[config.mk]
export PLATFORM = sky130hd
export DESIGN_NAME = seg_scan_ctrl
export DESIGN_NICKNAME = d
export VERILOG_FILES = /design/src/rtl/seg_scan_ctrl.sv
export SDC_FILE = /design/constraint.sdc
export NUM_CORES = 1
export LEC_CHECK = 0
export ABC_AREA = 1
export BUFFER_PORTS_ARGS = -buffer_cell sky130_fd_sc_hd__buf_2
export CAP_MARGIN = 20
export CORE_UTILIZATION = 53
export CTS_BUF_LIST = sky130_fd_sc_hd__clkbuf_4 sky130_fd_sc_hd__clkbuf_8
export DETAILED_ROUTE_END_ITERATION = 12
export GPL_TIMING_DRIVEN = 0
export PLACE_DENSITY = 0.76
export SLEW_MARGIN = 20
export SYNTH_ARGS = -nofsm -noshare
export SYNTH_HDL_FRONTEND = slang
export SYNTH_SLANG_ARGS = --single-unit
export TNS_END_PERCENT = 50
[constraint.sdc]
create_clock -name clk -period 1.24 [get_ports clk]
set_input_delay 0.248 -clock clk [delete_from_list [all_inputs] [get_ports clk]]
set_output_delay 0.248 -clock clk [all_outputs]
set_load 0.005 [all_outputs]
[src/rtl/seg_scan_ctrl.sv]
// Scan controller for common-anode 7-segment digits sharing one hex decoder.
// Optional leading-zero blanking is built when LEADING_ZERO_SUPPRESS_EN is defined.
module seg_scan_ctrl #(
   parameter int unsigned NUM_DIGITS  = 4,
   parameter int unsigned SLOT_CYCLES = 100000,
   parameter int unsigned GAP_CYCLES  = 16
) (
   input  logic                          clk,
   input  logic                          reset,
   input  logic [4*NUM_DIGITS-1:0]       value,
   input  logic                          load,
   input  logic [NUM_DIGITS-1:0]         digit_en,
   output logic [3:0]                    dec_sel,
   output logic [NUM_DIGITS-1:0]         an,
   output logic [$clog2(NUM_DIGITS)-1:0] digit_idx,
   output logic                          frame_tick
);

   localparam int unsigned IdxW = $clog2(NUM_DIGITS);
   localparam int unsigned CntW = $clog2(SLOT_CYCLES);

   localparam logic [IdxW-1:0] IdxLast  = IdxW'(NUM_DIGITS - 1);
   localparam logic [CntW-1:0] GapLast  = CntW'(GAP_CYCLES - 1);
   localparam logic [CntW-1:0] SlotLast = CntW'(SLOT_CYCLES - 1);

   typedef enum logic {
      StBlank,
      StDrive
   } state_t;

   state_t                  state_q, state_d;
   logic [CntW-1:0]         cnt_q, cnt_d;
   logic [IdxW-1:0]         idx_q, idx_d;
   logic [4*NUM_DIGITS-1:0] shadow_q, shadow_d;
   logic [3:0]              dec_q, dec_d;
   logic [NUM_DIGITS-1:0]   an_q, an_d;
   logic                    tick_q, tick_d;

   logic [3:0]              cur_nib;
   logic [NUM_DIGITS-1:0]   suppress;

   always_comb begin
      cur_nib = 4'h0;
      for (int i = 0; i < int'(NUM_DIGITS); i++) begin
         if (IdxW'(i) == idx_q) begin
            cur_nib = shadow_q[4*i +: 4];
         end
      end
   end

`ifdef LEADING_ZERO_SUPPRESS_EN
   logic hi_zero;

   // Walk down from the top digit; a digit is blank while every nibble above and at it is zero.
   always_comb begin
      hi_zero  = 1'b1;
      suppress = '0;
      for (int i = int'(NUM_DIGITS) - 1; i >= 1; i--) begin
         hi_zero     = hi_zero & (shadow_q[4*i +: 4] == 4'h0);
         suppress[i] = hi_zero;
      end
   end
`else
   assign suppress = '0;
`endif

   always_comb begin
      state_d  = state_q;
      cnt_d    = cnt_q + 1'b1;
      idx_d    = idx_q;
      dec_d    = dec_q;
      tick_d   = 1'b0;
      an_d     = '1;
      shadow_d = load ? value : shadow_q;

      case (state_q)
         StBlank: begin
            if (cnt_q == GapLast) begin
               state_d = StDrive;
               dec_d   = cur_nib;
            end
         end
         StDrive: begin
            if (cnt_q == SlotLast) begin
               state_d = StBlank;
               cnt_d   = '0;
               idx_d   = (idx_q == IdxLast) ? '0 : idx_q + 1'b1;
               tick_d  = (idx_q == IdxLast);
            end
         end
         default: begin
            state_d = StBlank;
            cnt_d   = '0;
         end
      endcase

      // Anode follows the state being entered so it lines up with dec_sel.
      if (state_d == StDrive) begin
         for (int i = 0; i < int'(NUM_DIGITS); i++) begin
            if ((IdxW'(i) == idx_q) && digit_en[i] && !suppress[i]) begin
               an_d[i] = 1'b0;
            end
         end
      end
   end

   always_ff @(posedge clk or posedge reset) begin
      if (reset) begin
         state_q  <= StBlank;
         cnt_q    <= '0;
         idx_q    <= '0;
         shadow_q <= '0;
         dec_q    <= 4'h0;
         an_q     <= '1;
         tick_q   <= 1'b0;
      end else begin
         state_q  <= state_d;
         cnt_q    <= cnt_d;
         idx_q    <= idx_d;
         shadow_q <= shadow_d;
         dec_q    <= dec_d;
         an_q     <= an_d;
         tick_q   <= tick_d;
      end
   end

   assign dec_sel    = dec_q;
   assign an         = an_q;
   assign digit_idx  = idx_q;
   assign frame_tick = tick_q;

endmodule

==> run summary <==
H-tree depth: 2
Setup crit start kind: flop
DR vias: 1824
Yosys Warn Count: 0
CP required: 1.44 ns
Maxcap violations: 0
EDFF count, synth: 0
Core ar.: 0.00400 mm2
Tmin final: 1.34 ns
Final ANT Viol Nets: 0
Yosys top cell by area: dfrtp_1
Post-Syn Area per Cell: 8.85 um2
Clock Pin Slew Worst Setup and Hold Paths: 0.09 ns
RSZ-0062 raised after global routing: true
# setup viols final: 23
Clock Skew: 0.00668 ns
Pins Over Slew Limit: 0
Share of cells above drive strength 1: 38.4%
Clk_lat worst skew: 0.30 ns
DRC viols: 0
Nets: 329
Crit end category: flop
Synth area leaders: dfrtp_1 (46%), nand2_1 (10%), dfstp_2 (4.7%)
First-pass GRT wire length: 7800 um
Die Width: 66.8 um
Slew headroom: 37.1%
Clk sinks: 45
Top-count cell post-synth: nand2_1
Grt total ovfl: 0
Initial antenna violation count: 0
Overall die height: 66.8 um
Final WL: 4750 um
Fmax: 745 MHz
Hold Path Class: in -> async
Largest net degree at the start of global routing: 46
Slew at the pin closest to its max-slew limit: 0.942 ns
Register area: 0.00114 mm2
Post-Syn Instances: 251
Die area: 0.00446 mm2
Initial Utilization: 55.6%
Status: finished, violations left
TritonCTS clock tree: done
Share of Yosys cell area claimed by the top area cell type: 46.2%
Mapped cell area: 0.00222 mm2
Final WS setup: -0.102 ns
Placed cells: 333
Detailed Route Iter0 Violations: 125
WHS: 0.142 ns
GR Util All Layers: 23.7%
Pleak: 0.00135 uW
Final period util: 108%
Fillers: 301
Failing checks: negative setup slack
Hold-fix buffers, CTS: 0
Post-synth top cells: nand2_1 (61), dfrtp_1 (41), inv_1 (28)
Share of synthesized flip-flops with an asynchronous set or reset: 100%
RePlAce Congestion: 0.821
Kind of critical path: reg -> reg
Syn-to-layout area delta: 27.4%
WL per Instance: 13.5 um
Multi-input gate area: 0.00114 mm2
Row Count: 23
Synthesized flop and latch total: 45
Post-DP HPWL: 3070 um
Vias in the first global route: 1696
Worst Path Arrival: 1.54 ns
Cell Count, Final, Fillers Out: 352
CTS root buf: clkbuf_8
I/O pin count: 34
Peak VDD IR: 0.000751 V
Drt via density: 5.18
# diodes: 0
Clock Path Buffers: 2
Max FO, Critical Path: 4
Final hold vios: 0
Ys flop type: dfrtp_1
Cell Pwr Density: 951 mW/mm2
Drt first pass iters: 4
CTS buffer count: 5
Seq/Total Area, Yosys: 50.9%
Library cells used by synthesis: 26
IO buf count: 32
Post-Syn Nets: 279
[cells by family after synthesis]
family	Yosys count	share of synthesized area, %
flip-flops	45	50.9
adder cells (fa/ha/maj)	5	2.82
buffers and inverters	35	6.02
XOR/XNOR	10	3.94
multiplexers	8	4.05
AND/OR/NAND/NOR	126	27.3
AO/OA/AOI/OAI	22	4.95
[timing repair]
item | in CTS | in global routing
endpoints found under the setup margin | 23 | 27
setup buffers | 11 | 1
pin swaps | 14 | 6
hold endpoints to repair | 0 | 0
gates resized for setup | 38 | 16
[per-layer routing]
layer,global-route usage (%),routed length (um),up-vias
met5,0,0,-
met4,10.1,71,0
met3,4.11,210,8
met2,37.5,2280,48
met1,31.8,2180,867
li1,-,-,901
[state kept, by name (all words and copies together) (netlist names)]
signal,cells
frame_tick,1
dec_sel,4
state_q,1
shadow_q,16
digit_idx,2
cnt_q,17
an,4
[final timing paths]
kind,from,endpoint,slack (ns),cells past startpoint
setup / recovery,cnt_q[1]$_DFF_PP0_,dec_sel[3]$_DFFE_PP0P_,-0.10,6
hold / removal,reset,shadow_q[1]$_DFFE_PP0P_,0.14,2
setup reg to reg,cnt_q[1]$_DFF_PP0_,dec_sel[3]$_DFFE_PP0P_,-0.10,6
hold reg to reg,dec_sel[2]$_DFFE_PP0P_,dec_sel[2]$_DFFE_PP0P_,0.49,2
max in group asynchronous,reset,digit_idx[0]$_DFFE_PP0P_,0.54,2
min in group clk,value[12],shadow_q[12]$_DFFE_PP0P_,0.15,3
[worst max-delay path, stage by stage (launching register included)]
cell and delay, ns:
dfrtp_1 0.41, ha_4 0.19, nand3_4 0.14, nor2_4 0.13
nand4_1 0.20, nand2_1 0.13, nand2_1 0.06
[area by class of cell]
type / count / area share (%)
well taps: 50 / 2.21
flip-flops and latches: 45 / 40.2
repair buffers: 44 / 9.20
clock buffers: 6 / 2.70
clock inverters: 2 / 0.531
multi-input cells: 171 / 40.2
inverters: 31 / 4.51
plain buffers: 3 / 0.486
[where the power goes]
group | total [uW] | switching, uW | internal (uW) | leakage, uW
Clock | 933 | 513 | 420 | 0.0000408
Sequential | 1560 | 30.4 | 1530 | 0.000546
Combinational | 198 | 107 | 91.0 | 0.000763
[through the flow]
stage | area, um2 | TNS [ns] | setup WS [ns] | total power, uW | util [%]
2_1_floorplan | 2240 | -0.160 | -0.0257 | 1700 | -
3_3_place_gp | 2460 | -3.02 | -0.180 | 1780 | 61.5
3_5_place_dp | 2460 | -3.52 | -0.219 | 1790 | 61.5
4_1_cts | 2770 | -0.730 | -0.0812 | 2710 | 69.2
5_1_grt | 2830 | -3.00 | -0.170 | 2790 | 70.8
6_report | 2830 | -1.21 | -0.102 | 2690 | 70.8
[placed cells by master (no fill, tap or decap), types with 5 or more instances in the layout]
cell      count
nand2_2       8
inv_2         6
inv_1        22
ha_4          5
o21ai_0       8
nand2_1      55
buf_4        11
clkbuf_8      5
dfrtp_2       5
mux2_2        8
nor2_4        7
o21ai_1       7
dfrtp_1      36
nand3_2       5
nand3_1      14
nor2_1       21
buf_2        33
xor2_1        7
(Power assumes the default switching activity.)
